--- src/rtl/cdc_cmd_responder.sv ---
// Register-access command responder on the usb_cdc byte streams.
// Parses R/W/P commands from the OUT stream and answers on the IN stream.
module cdc_cmd_responder #(
  parameter int NUM_REGS       = 8,
  parameter int TIMEOUT_CYCLES = 12000000,
  parameter int CNT_W          = $clog2(TIMEOUT_CYCLES+1)
) (
  input  logic                  clk_i,
  input  logic                  rstn_i,
  input  logic [7:0]            out_data_i,
  input  logic                  out_valid_i,
  output logic                  out_ready_o,
  output logic [7:0]            in_data_o,
  output logic                  in_valid_o,
  input  logic                  in_ready_i,
  output logic [NUM_REGS*8-1:0] regs_o,
  output logic [7:0]            err_cnt_o
);

  typedef enum logic [2:0] {
    IDLE, GET_ADDR, GET_DATA, RESP0, RESP1
  } state_e;

  localparam logic [CNT_W-1:0] TMO = CNT_W'(TIMEOUT_CYCLES);
  localparam logic [8:0]       NRG = 9'(NUM_REGS);

  state_e           state_q;
  logic             is_wr_q;
  logic [7:0]       addr_q;
  logic             addr_ok_q;
  logic             two_q;
  logic [7:0]       rd_q;
  logic [7:0]       in_data_q;
  logic             in_valid_q;
  logic [CNT_W-1:0] cnt_q;
  logic [7:0]       err_q;
  logic [7:0]       regs_q [NUM_REGS];

  logic             acc;
  logic             addr_ok_d;
  logic [7:0]       rd_d;
  logic [7:0]       err_d;
  logic [CNT_W-1:0] cnt_d;
  logic             tmo;

  assign out_ready_o = (state_q == IDLE) ||
                       (state_q == GET_ADDR) ||
                       (state_q == GET_DATA);
  assign acc       = out_valid_i & out_ready_o;
  assign addr_ok_d = {1'b0, out_data_i} < NRG;
  assign err_d     = (err_q == 8'hFF) ? err_q : err_q + 8'd1;
  assign cnt_d     = cnt_q + CNT_W'(1);
  assign tmo       = (cnt_d == TMO);

  always_comb begin
    rd_d = 8'h00;
    for (int k = 0; k < NUM_REGS; k++) begin
      if (out_data_i == 8'(k)) rd_d = regs_q[k];
    end
  end

  always_ff @(posedge clk_i or negedge rstn_i) begin
    if (!rstn_i) begin
      state_q    <= IDLE;
      is_wr_q    <= 1'b0;
      addr_q     <= 8'h00;
      addr_ok_q  <= 1'b0;
      two_q      <= 1'b0;
      rd_q       <= 8'h00;
      in_data_q  <= 8'h00;
      in_valid_q <= 1'b0;
      cnt_q      <= '0;
      err_q      <= 8'h00;
      for (int k = 0; k < NUM_REGS; k++) regs_q[k] <= 8'h00;
    end else begin
      case (state_q)
        IDLE: begin
          cnt_q <= '0;
          if (acc) begin
            two_q <= 1'b0;
            case (out_data_i)
              8'h52: begin
                is_wr_q <= 1'b0;
                state_q <= GET_ADDR;
              end
              8'h57: begin
                is_wr_q <= 1'b1;
                state_q <= GET_ADDR;
              end
              8'h50: begin
                in_data_q  <= 8'h70;
                in_valid_q <= 1'b1;
                state_q    <= RESP0;
              end
              default: begin
                in_data_q  <= 8'h3F;
                in_valid_q <= 1'b1;
                state_q    <= RESP0;
              end
            endcase
          end
        end
        GET_ADDR: begin
          if (acc) begin
            cnt_q     <= '0;
            addr_q    <= out_data_i;
            addr_ok_q <= addr_ok_d;
            if (is_wr_q) begin
              state_q <= GET_DATA;
            end else begin
              // Read data is captured now so it reflects every earlier write
              rd_q       <= rd_d;
              two_q      <= addr_ok_d;
              in_data_q  <= addr_ok_d ? 8'h72 : 8'h3F;
              in_valid_q <= 1'b1;
              state_q    <= RESP0;
            end
          end else if (tmo) begin
            cnt_q   <= '0;
            err_q   <= err_d;
            state_q <= IDLE;
          end else begin
            cnt_q <= cnt_d;
          end
        end
        GET_DATA: begin
          if (acc) begin
            cnt_q <= '0;
            for (int k = 0; k < NUM_REGS; k++) begin
              if (addr_ok_q && addr_q == 8'(k)) regs_q[k] <= out_data_i;
            end
            in_data_q  <= addr_ok_q ? 8'h6B : 8'h3F;
            in_valid_q <= 1'b1;
            state_q    <= RESP0;
          end else if (tmo) begin
            cnt_q   <= '0;
            err_q   <= err_d;
            state_q <= IDLE;
          end else begin
            cnt_q <= cnt_d;
          end
        end
        RESP0: begin
          if (in_ready_i) begin
            if (in_data_q == 8'h3F) err_q <= err_d;
            if (two_q) begin
              in_data_q <= rd_q;
              state_q   <= RESP1;
            end else begin
              in_valid_q <= 1'b0;
              state_q    <= IDLE;
            end
          end
        end
        RESP1: begin
          if (in_ready_i) begin
            in_valid_q <= 1'b0;
            two_q      <= 1'b0;
            state_q    <= IDLE;
          end
        end
        default: state_q <= IDLE;
      endcase
    end
  end

  for (genvar k = 0; k < NUM_REGS; k++) begin : g_regs
    assign regs_o[8*k +: 8] = regs_q[k];
  end

  assign in_data_o  = in_data_q;
  assign in_valid_o = in_valid_q;
  assign err_cnt_o  = err_q;

endmodule

--- config.mk ---
export PLATFORM = sky130hd
export DESIGN_NAME = cdc_cmd_responder
export DESIGN_NICKNAME = d
export VERILOG_FILES = /design/src/rtl/cdc_cmd_responder.sv
export SDC_FILE = /design/constraint.sdc
export NUM_CORES = 1
export LEC_CHECK = 0
export BUFFER_PORTS_ARGS = -buffer_cell sky130_fd_sc_hd__buf_2
export CORE_MARGIN = 1
export CORE_UTILIZATION = 42
export DETAILED_ROUTE_END_ITERATION = 10
export GPL_TIMING_DRIVEN = 0
export PLACE_DENSITY_LB_ADDON = 0.1
export SLEW_MARGIN = 20
export SYNTH_ARGS = -nofsm -noshare
export SYNTH_HDL_FRONTEND = slang
export SYNTH_SLANG_ARGS = --single-unit
--- constraint.sdc ---
create_clock -name clk_i -period 2.5 [get_ports clk_i]
set_clock_uncertainty 0.1 [all_clocks]
set_input_delay 0.375 -clock clk_i [delete_from_list [all_inputs] [get_ports clk_i]]
set_output_delay 0.375 -clock clk_i [all_outputs]
set_load 0.03 [all_outputs]
==> impl_summary.md, run 1 <==
CTS
After clock tree synthesis, the clock-pin slew on the worst setup and hold paths is 60 ps. TritonCTS built the clock tree. CTS built an H-tree with a depth of 4.

The maximum buffer depth of the clock tree is 2. The clock net in this run drives a total of 127 sinks. The number of buffers added by the clock tree synthesis step is 17. In this run the clock root is driven by a sky130_fd_sc_hd__clkbuf_16. The clock latency at the later pin of the worst-skew pair is 420 ps.

Synthesis
The proportion of netlist area held by the largest area contributor is 0.482. The mapped cell area is 6600 µm². The synthesized netlist cell count is 639. The number of different library cells used by synthesis comes to 60. The commonest cells after synthesis are sky130_fd_sc_hd__dfrtp_1 (127), sky130_fd_sc_hd__nand2_1 (72), sky130_fd_sc_hd__mux2_2 (71). For this run, the number of Yosys warnings is 0. The top cell type by total area after synthesis is sky130_fd_sc_hd__dfrtp_1.

A synthesized cell averages 10.3 µm². The leading cell type by number of instances after synthesis is sky130_fd_sc_hd__dfrtp_1. The most used flip-flop cell after synthesis is sky130_fd_sc_hd__dfrtp_1.

The share of the Yosys chip area taken by registers is 0.482. The post-synth net total is 653. The fraction of registers with async set/reset is 1.00. Ranked by total cell area, the synthesized netlist is headed by sky130_fd_sc_hd__dfrtp_1 (48%), sky130_fd_sc_hd__mux2_2 (12%), sky130_fd_sc_hd__nand2_1 (4.1%). Yosys mapped a number of flops with a built-in enable equal to 0. The flip-flop and latch count after synthesis is 127.

Critical path
Counting cells, the worst reg-to-reg path comes to 9. The worst setup slack for register-to-register paths is -110 ps. The endpoint of the worst-slack reg-to-reg timing path is err_cnt_o[1]. In this run the worst setup path terminates at err_cnt_o[1]. Of all nets on the critical path, the largest fanout is 8. The critical path runs through a total of 9 cells. In this run the worst setup path begins at cnt_q[0]. By startpoint and endpoint, the worst setup path is classified as reg -> reg.

The library cell contributing the largest single delay on the critical path is sky130_fd_sc_hd__dfrtp_2. The arrival time of data at the critical path endpoint is 2810 ps. The kind of cell adding the most delay to the critical path is simple AND/OR/NAND/NOR gates. For this run, the slowest stage of the critical path takes 430 ps.

In this run the critical register-to-register path is launched from cnt_q[0]. The nature of the critical path startpoint is a flip-flop. The signal on the critical path passes through ha_4, nand4_1, buf_4, nor3_1, o311ai_2, a21oi_2, nand4_4, a21boi_2, mux2_4. The combined buffer and inverter count along the critical path is 1. The required arrival time at the worst endpoint is 2700 ps. The endpoint type of the worst setup path is a flip-flop.

Timing
The number of hold violations in the final report is 0. Setup violations remaining at the end of the flow were counted as 22. At the pin with the least slew margin, the transition time is 842 ps. The sum of negative setup slack is -1140 ps. Setup repair after global routing could not meet its margin everywhere.

The worst-case headroom to the max-slew limit is 0.439. Counting I/O delays and the setup requirement, the final critical path takes 2610 ps. The share of the clock period used by the worst path is 1.04. The max-slew violation total from the final report is 0.

The worst path setup slack after routing is -106 ps. The maximum clock rate is 384 MHz.

Finish
Relative to the synthesized area, the layout overhead comes to 34.9%. The final antenna diode count is 0. The number of nets in the final layout is 812. At the end of the flow the core is filled with cells to 0.584. The summed area of non-filler cells in the final layout is 8900 µm².

The share of cells above drive strength 1 is 0.408.

Drt
The average wire length per cell after detail routing is 18.8 µm. The via count is 5709. For this block, the initial DRC count from the detailed router was 360. For this run, the detailed router's first-pass iteration total came to 5. The routed design has 19.3 mm of wire.

The detailed-route vias per instance is 5.59. The final routed DRC violation total is 0. The detail route stage leaves a number of antenna-violating nets equal to 0.

GRT
The via count of the first global-routing pass was 5592. The met3 capacity usage during global routing is 0.0674. Global routing finished with a remaining overflow of 0. The met1 usage in global routing is 0.312.

For this run, global-route usage on met2 was measured as 0.416. The global routing usage summed across all routing layers is 0.249. The number of antenna violations at the first check in global routing is 0. The layer flagged by global routing as most heavily used is met2.

Entering global routing, the biggest net connects 85 pins. The global-route wire length before repair is 30.7 mm.

Placed design
The congestion estimate from routability-driven global placement came to 0.855. The quantity of I/O buffers inserted on ports is 90. The placed wire-length estimate is 12.8 mm. The cell area reported after detailed placement is 7400 µm².

Run
Across the run, the number of max-cap violations was 0.

Power and ir drop
The leakage power figure is 4.10 nW. VDD sags by at most 0.651 mV. The power density relative to cell area is 815 nW/µm².

Floorplan
Row generation in the floorplan step produced 45 rows. The starting utilization of the core area is 0.432. The full die area is 16200 µm². The overall die width is 127 µm.

The boundary pin count is 94. The standard cell core area is 15300 µm². The chip height is 127 µm.

Outcome
The run finished, with violations left. The final reports fail on negative setup slack.

Worst hold path
The tightest min-delay check is of the in -> reg type.
-- kinds of logic (layout without fill, tap and decap cells) --
logic type / Yosys count / after routing / synth area share
fa+ha+maj: 2 / 2 / 0.00379
mux: 89 / 89 / 0.168
buf+inv: 61 / 233 / 0.0370
compound gates: 111 / 111 / 0.111
xor+xnor: 13 / 13 / 0.0173
simple gates: 236 / 236 / 0.182
flops: 127 / 127 / 0.482
-- final cells by class --
class	instances	area (µm²)
repair buffers	141	948
flip-flops and latches	127	3180
clock inverters	11	155
well taps	211	264
fillers	1298	6350
plain buffers	43	254
multi-input cells	451	3570
clock buffers	21	460
inverters	17	63.8
-- metrics by stage --
stage | worst slack, ps | hold slack (ps) | instances | power [mW]
2_1_floorplan | 11.9 | -20.6 | 639 | 3.76
3_3_place_gp | -969 | 364 | 940 | 4.28
3_5_place_dp | -649 | 191 | 942 | 4.34
4_1_cts | -142 | 212 | 1007 | 7.15
5_1_grt | -209 | 308 | 1022 | 7.63
6_report | -106 | 226 | 1022 | 7.26
-- placed cells by master, fill, tap and decap left out, types with 17 or more instances in the layout --
| cell | instances |
|---|---|
| sky130_fd_sc_hd__o21ai_0 | 30 |
| sky130_fd_sc_hd__dfrtp_1 | 122 |
| sky130_fd_sc_hd__nand2_1 | 70 |
| sky130_fd_sc_hd__nand4_1 | 21 |
| sky130_fd_sc_hd__clkbuf_1 | 26 |
| sky130_fd_sc_hd__a21oi_1 | 21 |
| sky130_fd_sc_hd__buf_4 | 35 |
| sky130_fd_sc_hd__buf_2 | 90 |
| sky130_fd_sc_hd__buf_6 | 17 |
| sky130_fd_sc_hd__mux2_2 | 71 |
| sky130_fd_sc_hd__nand3_1 | 24 |
| sky130_fd_sc_hd__clkbuf_16 | 18 |
| sky130_fd_sc_hd__nor2_1 | 40 |
-- state kept, by name, indices dropped and copies added, names as in the netlist --
register and flops:
in_valid_o 1, addr_ok_q 1, in_data_o 8, two_q 1
rd_q 8, addr_q 8, regs_o 64, cnt_q 24
state_q 3, is_wr_q 1, err_cnt_o 8
-- layer usage --
metal / share of wire / up-vias
li1: - / 2661
met1: 0.42 / 2818
met2: 0.50 / 191
met3: 0.061 / 39
met4: 0.021 / 0
met5: 0 / -
-- worst min path at each step --
stage          cells past startpoint       start         end  slack [ps]
2_1_floorplan                      0      rstn_i   addr_ok_q         -20
3_3_place_gp                       2     rd_q[2]     rd_q[2]         360
3_5_place_dp                       1      rstn_i    cnt_q[7]         190
4_1_cts                            2  in_ready_i  state_q[2]         210
5_1_grt                            2  in_ready_i  state_q[2]         310
6_report                           2  in_ready_i  state_q[2]         230
-- power breakdown --
group | switching, mW | internal [mW]
Sequential | 0.192 | 2.30
Clock | 0.969 | 1.63
Combinational | 1.39 | 0.773
Total | 2.55 | 4.70
-- timing repair --
| item | 4_1_cts | 5_1_grt |
|---|---|---|
| hold buffers | 1 | 0 |
| endpoints found under the hold margin | 43 | 0 |
| cloned | 2 | 0 |
| resized for setup | 58 | 60 |
| pin swaps | 27 | 23 |
| buffers inserted | 30 | 16 |
| endpoints found under the setup margin | 83 | 89 |
Note: power is estimated with default switching activity, not from simulation.
==> run 2: changes to the inputs <==
ABC_AREA = 1   (was default)
CORE_ASPECT_RATIO = 1.75   (was default)
==> run 2 against run 1 <==
Compared with the run above:
- the flow now finishes without violations
- largest power group unchanged
- critical path depth increased by 6
- largest cell class is now registers
- die area down 0.63%
- sequential power is 2% higher
- clock power is essentially flat
- cell count up 15%
- sequential cell count is the same
==> impl_summary.md, run 2 <==
Drt
The sum of routed wire length over all layers is 20.8 mm (+8.1%). The detailed-route vias per instance is 5.42 (-3.0%). The detailed-routing iteration count for the pre-antenna-repair pass came to 5 (unchanged). The DRC marker count from the first detailed-route iteration is 246 (-32%). The average wire length per cell after detail routing is 17.8 µm (-5.6%). The via count was 6346 (+11%). The count of nets left with antenna violations after detail routing is 0 (unchanged).

The final routed DRC violation total came to 0 (unchanged).

Floorplan
The standard cell core area is 15300 µm² (+0.37%). The boundary pin count was 94 (unchanged). The chip height is 167 µm (+31%).

The cell row count is 60 (+33%). The starting utilization of the core area is 0.428 (-0.00486). The full die area was 16100 µm² (-0.63%). The overall die width is 96.4 µm (-24%).

Critical path
The worst setup slack for register-to-register paths is 60 ps (+170 ps). The setup path with the least slack is of type reg -> reg. The delay contributed by the slowest stage of the critical path was 420 ps (about the same). The arrival time of data at the critical path endpoint is 2640 ps (-170 ps). The slowest stage of the critical path is the sky130_fd_sc_hd__dfrtp_1 cell. STA classifies the critical path startpoint as a flip-flop. The worst register-to-register path ends at err_cnt_o[2]. The endpoint type of the worst setup path is a flip-flop. The required arrival time at the worst endpoint was 2700 ps (about the same). The path depth of the worst reg2reg path was 15 (+6).

The launch point of the worst reg-to-reg path is cnt_q[1]. The critical path goes through ha_4, nand2_2, nor2_4, nand4_1, nand2_2, nand2_1, nor2_2, nand3_1, nor2_2, nand2_1, nand2_2, nand3_4, buf_6, nand2_1, o21ai_2. The worst-path maximum fanout is 6 (-2).

Worst hold path
For hold timing, the worst endpoint is addr_q[1]. The worst hold path depth is 3 (+1). The min-delay analysis places its worst path in the category in -> reg. The hold path startpoint is out_data_i[1].

Timing
The max-slew violation total from the final report is 0 (unchanged). The time the final worst path needs with I/O delays and setup is 2440 ps (-168 ps). The maximum clock rate came to 410 MHz (+6.9%). Setup repair after global routing could not meet its margin everywhere. The slew at the pin with the worst max-slew slack is 716 ps (-126 ps). The share of the clock period used by the worst path is 0.975 (-0.0673). The smallest hold slack is 141 ps (-84.6 ps). The number of hold violations in the final report came to 0 (unchanged).

The number of setup violations in the final report was 0 (-100%). The worst-case headroom to the max-slew limit is 0.519 (+0.0800).

Synthesis
Ranked by total cell area, the synthesized netlist is headed by sky130_fd_sc_hd__dfrtp_1 (49%), sky130_fd_sc_hd__nand2_1 (14%), sky130_fd_sc_hd__o21ai_0 (7.7%). The mapped cell area is 6550 µm² (-0.76%). The post-synthesis cell type count came to 42 (-30%). The fraction of registers with async set/reset was 1.00 (unchanged). The number of flops mapped to enable cells by yosys is 0 (unchanged).

The proportion of netlist area held by the largest area contributor was 0.485 (+0.00368). The sequential cell area fraction in the yosys report is 0.485 (+0.00368). The total number of yosys warnings is 0 (unchanged). The post-synth net total is 861 (+32%). sky130_fd_sc_hd__dfrtp_1 takes more of the synthesized area than any other cell. The commonest cells after synthesis are sky130_fd_sc_hd__nand2_1 (246), sky130_fd_sc_hd__dfrtp_1 (127), sky130_fd_sc_hd__o21ai_0 (101).

The flip-flop and latch count after synthesis is 127 (unchanged). Yosys instantiated no cell more often than sky130_fd_sc_hd__nand2_1. For this run, the leading register cell type out of synthesis is sky130_fd_sc_hd__dfrtp_1.

The average footprint of a synthesized cell is 7.73 µm² (-25%). The synthesized netlist cell count came to 847 (+33%).

GRT
The global-route wire length before repair was 33.1 mm (+7.9%). The maximum number of pins on one net before global-route repair is 75 (-12%). The via count of the first global-routing pass is 6436 (+15%). The global route total overflow came to 0 (unchanged). The global routing usage summed across all routing layers was 0.276 (+0.0271). The number of antenna violations at the first check in global routing is 0 (unchanged).

Placed design
The placer's final routability congestion estimate came to 0.935 (+9.4%). The quantity of I/O buffers inserted on ports was 93 (+3.3%). The placed wire-length estimate is 15.3 mm (+20%).

Power and ir drop
The clock group share of total power is 0.349 (-0.010). The part of the total power dissipated in sequential elements is 0.343 (about the same). The combinational power share is 0.309 (+0.011). The power consumption is 7.44 mW (+2.6%). The power density relative to cell area is 908 nW/µm² (+11%).

The switching component of the power is 2.75 mW (+7.9%). The maximum VDD drop came to 0.573 mV (-12%). The leakage power figure is 3.86 nW (-5.9%). The net switching fraction of the power is 0.370 (+0.0184). The internal power summed over all cells is 4.69 mW (-0.35%).

CTS
The maximum buffer depth of the clock tree is 2 (unchanged). The CTS tree is built. The number of H-tree levels is 4 (unchanged). The number of buffers added by the clock tree synthesis step was 17 (unchanged). The clock latency at the later pin of the worst-skew pair is 420 ps (about the same). The clock sink count is 127 (unchanged).

The clock transition time at the flip-flop clock pins of the worst setup and hold paths was 60 ps (about the same). The cell sitting at the root of the clock tree is a sky130_fd_sc_hd__clkbuf_16.

Finish
Compared with the post-synthesis result, the final layout area differs by 25.2%. The most common cell after layout, fill and taps aside is sky130_fd_sc_hd__nand2_1. The flip-flop count of the largest register, all copies and words added was 64 (unchanged). The final antenna diode count is 0 (unchanged).

The share of cells above drive strength 1 is 0.217 (-0.191). The final core utilization is 0.535 (-0.0483). The number of nets in the final layout is 986 (+21%). In the layout the commonest cells are sky130_fd_sc_hd__nand2_1 (243), sky130_fd_sc_hd__dfrtp_1 (124), sky130_fd_sc_hd__o21ai_0 (98), sky130_fd_sc_hd__buf_2 (95), sky130_fd_sc_hd__inv_1 (85).

Run
The number of max-cap violations is 0 (unchanged).

Outcome
The run finished with clean final reports.
[run 2: cell count changes after synthesis, sizes merged, moves of 9 or more]
cell | before | now
nand3 | 30 | 54
o21ai | 36 | 112
nand2 | 72 | 256
mux2 | 72 | 0
mux4 | 10 | 0
or3 | 9 | 0
inv | 16 | 86
nor2 | 43 | 75
clkbuf | 31 | 14
[run 2: kinds of logic (layout without fill, tap and decap cells)]
| logic type | count (synthesis) | in the layout | share of synthesized area |
|---|---|---|---|
| AOI/OAI and AO/OA | 156 | 156 | 0.134 |
| buffers and inverters | 110 | 248 | 0.0650 |
| xor gates and xnor gates | 12 | 12 | 0.0161 |
| adders and majority gates | 2 | 2 | 0.00382 |
| DFF | 127 | 127 | 0.485 |
| and+or+nand+nor | 440 | 440 | 0.296 |
[run 2: critical path: cells and delay by family, from the launching register on]
kind                     cells  cell delay (ps)
AO/OA/AOI/OAI                1               50
adder cells (fa/ha/maj)      1              160
flip-flops                   1              420
AND/OR/NAND/NOR             12             1410
buffers and inverters        1              170
[run 2: how the worst max path moves through the flow]
stage / startpoint / end / slack, ps / cells past startpoint
floorplan: cnt_q[0] / err_cnt_o[6] / 330 / 17
global placement: rstn_i / regs_o[55] / -910 / 1
detailed placement: out_data_i[6] / rd_q[5] / -510 / 10
CTS: cnt_q[1] / err_cnt_o[2] / 0.3 / 16
global route: cnt_q[10] / err_cnt_o[3] / -100 / 16
finish: cnt_q[1] / err_cnt_o[2] / 60 / 15
[run 2: per-stage QoR]
step           cell area (µm²)  TNS [ps]  setup WS (ps)  std cells
2_1_floorplan             6550         0            333        847
6_report                  8200         0           61.8       1171
5_1_grt                   8200      -751          -99.0       1171
4_1_cts                   8030         0          0.259       1167
3_3_place_gp              7250   -123920           -907       1126
3_5_place_dp              7280    -11140           -514       1127
[run 2: area by class of cell]
| type | instances | area, µm² |
|---|---|---|
| tap | 186 | 233 |
| multi-input combinational | 610 | 3090 |
| timing repair buffer | 106 | 639 |
| clock inverter | 14 | 181 |
| buffer | 21 | 103 |
| inverter | 89 | 335 |
| sequential | 127 | 3180 |
| clock buffer | 18 | 429 |
| fill | 1517 | 7120 |
[run 2: power by group through the flow]
stage / Clock (mW) / Sequential, mW / Combinational (mW)
floorplan: 0 / 2.82 / 1.15
global placement: 0 / 2.57 / 2.01
detailed placement: 0 / 2.57 / 2.03
CTS: 2.63 / 2.54 / 2.21
global route: 2.72 / 2.58 / 2.53
finish: 2.60 / 2.55 / 2.30
[run 2: layer usage]
metal	vias up	GRT usage	part of all wire
li1	3047	-	-
met2	189	0.510	0.54
met3	62	0.0459	0.043
met4	0	0.138	0.050
met1	3048	0.288	0.36
met5	-	0	0
[run 2: timing repair]
action	in CTS	in global routing
cloned	1	0
gates resized for setup	14	40
buffers inserted	6	4
hold buffers	1	0
endpoints found under the setup margin	72	104
pin swaps	5	13
hold endpoints to repair	53	0
==> run 3: changes to the inputs <==
RECOVER_POWER = 25   (was default)
==> run 3 against run 2 <==
Compared with the run above:
- maximum frequency stayed put
- largest power group unchanged
- setup slack stayed put
- sequential share of layout area hardly changed
- largest cell class unchanged
- sequential cell count stayed put
==> impl_summary.md, run 3 (same netlist as run 2, synthesis figures left out) <==
Outcome
The flow ran to the end, and the final reports show no timing, DRC or antenna violations.

Drt
The detailed-route vias per instance came to 5.42 (unchanged). The DRC marker count from the first detailed-route iteration is 246 (unchanged). The final routed DRC violation total is 0 (unchanged). The count of nets left with antenna violations after detail routing is 0 (unchanged). The sum of routed wire length over all layers is 20.8 mm (unchanged). The average wire length per cell after detail routing is 17.8 µm (unchanged). The detailed-routing iteration count for the pre-antenna-repair pass is 5 (unchanged). The via count was 6346 (unchanged).

Timing
The number of hold violations in the final report came to 0 (unchanged). The max-slew violation total from the final report is 0 (unchanged). Setup repair after global routing could not meet its margin everywhere. The worst-case headroom to the max-slew limit is 0.0736 (-0.445). The number of setup violations in the final report is 0 (unchanged). The share of the clock period used by the worst path is 0.975 (unchanged). The maximum clock rate was 410 MHz (unchanged).

The sum of negative setup slack was 0 ps (unchanged). The slew at the pin with the worst max-slew slack is 1390 ps (+674 ps). The worst path setup slack after routing is 61.8 ps (unchanged). The time the final worst path needs with I/O delays and setup came to 2440 ps (unchanged).

Power and ir drop
The maximum VDD drop is 0.573 mV (about the same). The leakage power figure came to 3.85 nW (about the same). The net switching fraction of the power is 0.370 (about the same). The clock group share of total power is 0.349 (about the same). The combinational power share is 0.308 (about the same). The power density relative to cell area is 909 nW/µm² (about the same). The part of the total power dissipated in sequential elements is 0.343 (about the same). The switching component of the power came to 2.75 mW (about the same). The internal power summed over all cells is 4.69 mW (about the same). The power consumption is 7.44 mW (about the same).

Placed design
The quantity of I/O buffers inserted on ports was 93 (unchanged). The placed wire-length estimate came to 15.3 mm (unchanged). The worst slack at placement came to -514 ps (unchanged). The placer's final routability congestion estimate came to 0.935 (unchanged). The cell area reported after detailed placement was 7280 µm² (unchanged).

Critical path
Walking the worst path, the cells encountered are ha_4, nand2_2, nor2_4, nand4_1, nand2_2, nand2_1, nor2_2, nand3_1, nor2_2, nand2_1, nand2_2, nand3_4, buf_6, nand2_1, o21ai_2. The delay contributed by the slowest stage of the critical path is 420 ps (about the same). The endpoint type of the worst setup path is a flip-flop.

The arrival time of data at the critical path endpoint is 2640 ps (about the same). The worst setup path is launched from a flip-flop. The worst-path maximum fanout was 6 (unchanged).

The required arrival time at the worst endpoint is 2700 ps (about the same). The setup path with the least slack is of type reg -> reg. The library cell contributing the largest single delay on the critical path is sky130_fd_sc_hd__dfrtp_1.

Finish
The flip-flop count of the largest register, all copies and words added is 64 (unchanged). The final antenna diode count is 0 (unchanged). The final core utilization is 0.535 (-0.000653). The top cell types in the final layout, fill and taps aside, are sky130_fd_sc_hd__nand2_1 (243), sky130_fd_sc_hd__dfrtp_1 (124), sky130_fd_sc_hd__o21ai_0 (98), sky130_fd_sc_hd__buf_2 (95), sky130_fd_sc_hd__inv_1 (85). The number of nets in the final layout was 986 (unchanged). The most common cell after layout, fill and taps aside is sky130_fd_sc_hd__nand2_1.

Relative to the synthesized area, the layout overhead comes to 25.0%. The summed area of non-filler cells in the final layout is 8190 µm² (-0.12%). The share of cells above drive strength 1 was 0.217 (unchanged).

Floorplan
The cell row count was 60 (unchanged). The chip height is 167 µm (unchanged). The starting utilization of the core area came to 0.428 (unchanged). The boundary pin count is 94 (unchanged).

The standard cell core area came to 15300 µm² (unchanged). The overall die width is 96.4 µm (unchanged). The full die area was 16100 µm² (unchanged).

GRT
The global-route wire length before repair was 33.1 mm (unchanged). The global route total overflow is 0 (unchanged). The number of antenna violations at the first check in global routing is 0 (unchanged).

The maximum number of pins on one net before global-route repair was 75 (unchanged). The via count of the first global-routing pass is 6436 (unchanged). The global routing usage summed across all routing layers was 0.276 (unchanged).

CTS
The number of H-tree levels is 4 (unchanged). The CTS tree is built. The clock sink count is 127 (unchanged).

The clock latency at the later pin of the worst-skew pair is 420 ps (about the same). The clock tree root driver cell is sky130_fd_sc_hd__clkbuf_16. The number of buffers added by the clock tree synthesis step is 17 (unchanged). The clock transition time at the flip-flop clock pins of the worst setup and hold paths was 60 ps (about the same).

The maximum buffer depth of the clock tree came to 2 (unchanged).

Run
The number of max-cap violations came to 0 (unchanged).

Worst hold path
The path class of the tightest hold or removal check is in -> reg.
-- run 3: cell count changes in the layout (fill, tap and decap cells not counted) --
cell	change
sky130_fd_sc_hd__buf_8	-1
sky130_fd_sc_hd__clkbuf_2	+1
-- run 3: worst paths after layout --
check / end / startpoint / depth (start not counted) / slack, ps
min in group asynchronous: cnt_q[11] / rstn_i / 2 / 700
max in group asynchronous: cnt_q[2] / rstn_i / 3 / 540
worst min register to register: rd_q[2] / rd_q[2] / 2 / 380
worst max register to register: err_cnt_o[2] / cnt_q[1] / 15 / 60
worst max-delay path: err_cnt_o[2] / cnt_q[1] / 15 / 60
worst min-delay path: addr_q[1] / out_data_i[1] / 3 / 140
-- run 3: timing repair --
| item | 4_1_cts | 5_1_grt |
|---|---|---|
| setup endpoints to repair | 72 | 104 |
| pin swaps | 5 | 13 |
| gates cloned | 1 | 0 |
| gates resized for setup | 14 | 40 |
| setup buffers | 6 | 4 |
| hold buffers | 1 | 0 |
| hold endpoints to repair | 53 | 0 |
-- run 3: power by group through the flow --
stage                     registers [mW]  clock network, mW  logic (mW)
after floorplan                     2.82                  0        1.15
after global placement              2.57                  0        2.01
after detailed placement            2.57                  0        2.03
after CTS                           2.54               2.63        2.21
after global routing                2.58               2.72        2.53
final                               2.55               2.60        2.29
-- run 3: layout make-up --
class | count | area, µm²
Sequential cell | 127 | 3180
Clock buffer | 18 | 429
Inverter | 89 | 335
Buffer | 21 | 103
Clock inverter | 14 | 181
Fill cell | 1518 | 7130
Timing Repair Buffer | 106 | 629
Multi-Input combinational cell | 610 | 3090
Tap cell | 186 | 233
-- run 3: metrics by stage --
step / hold WS [ps] / cells
2_1_floorplan: -20.6 / 847
3_3_place_gp: 361 / 1126
3_5_place_dp: 220 / 1127
4_1_cts: 137 / 1167
5_1_grt: 167 / 1171
6_report: 141 / 1171
-- run 3: worst max-delay path: cells and delay by family, from the launching register on --
kind / cells / cell delay [ps]
AOI/OAI and AO/OA: 1 / 50
adders and majority gates: 1 / 160
buffers and inverters: 1 / 170
DFF: 1 / 420
and+or+nand+nor: 12 / 1410
-- run 3: layer usage --
metal  up-vias  track usage  wire length (µm)
met2       189        0.510             11300
met4         0        0.138              1030
met1      3048        0.288              7570
li1       3047            -                 -
met5         -            0                 0
met3        62       0.0459               905
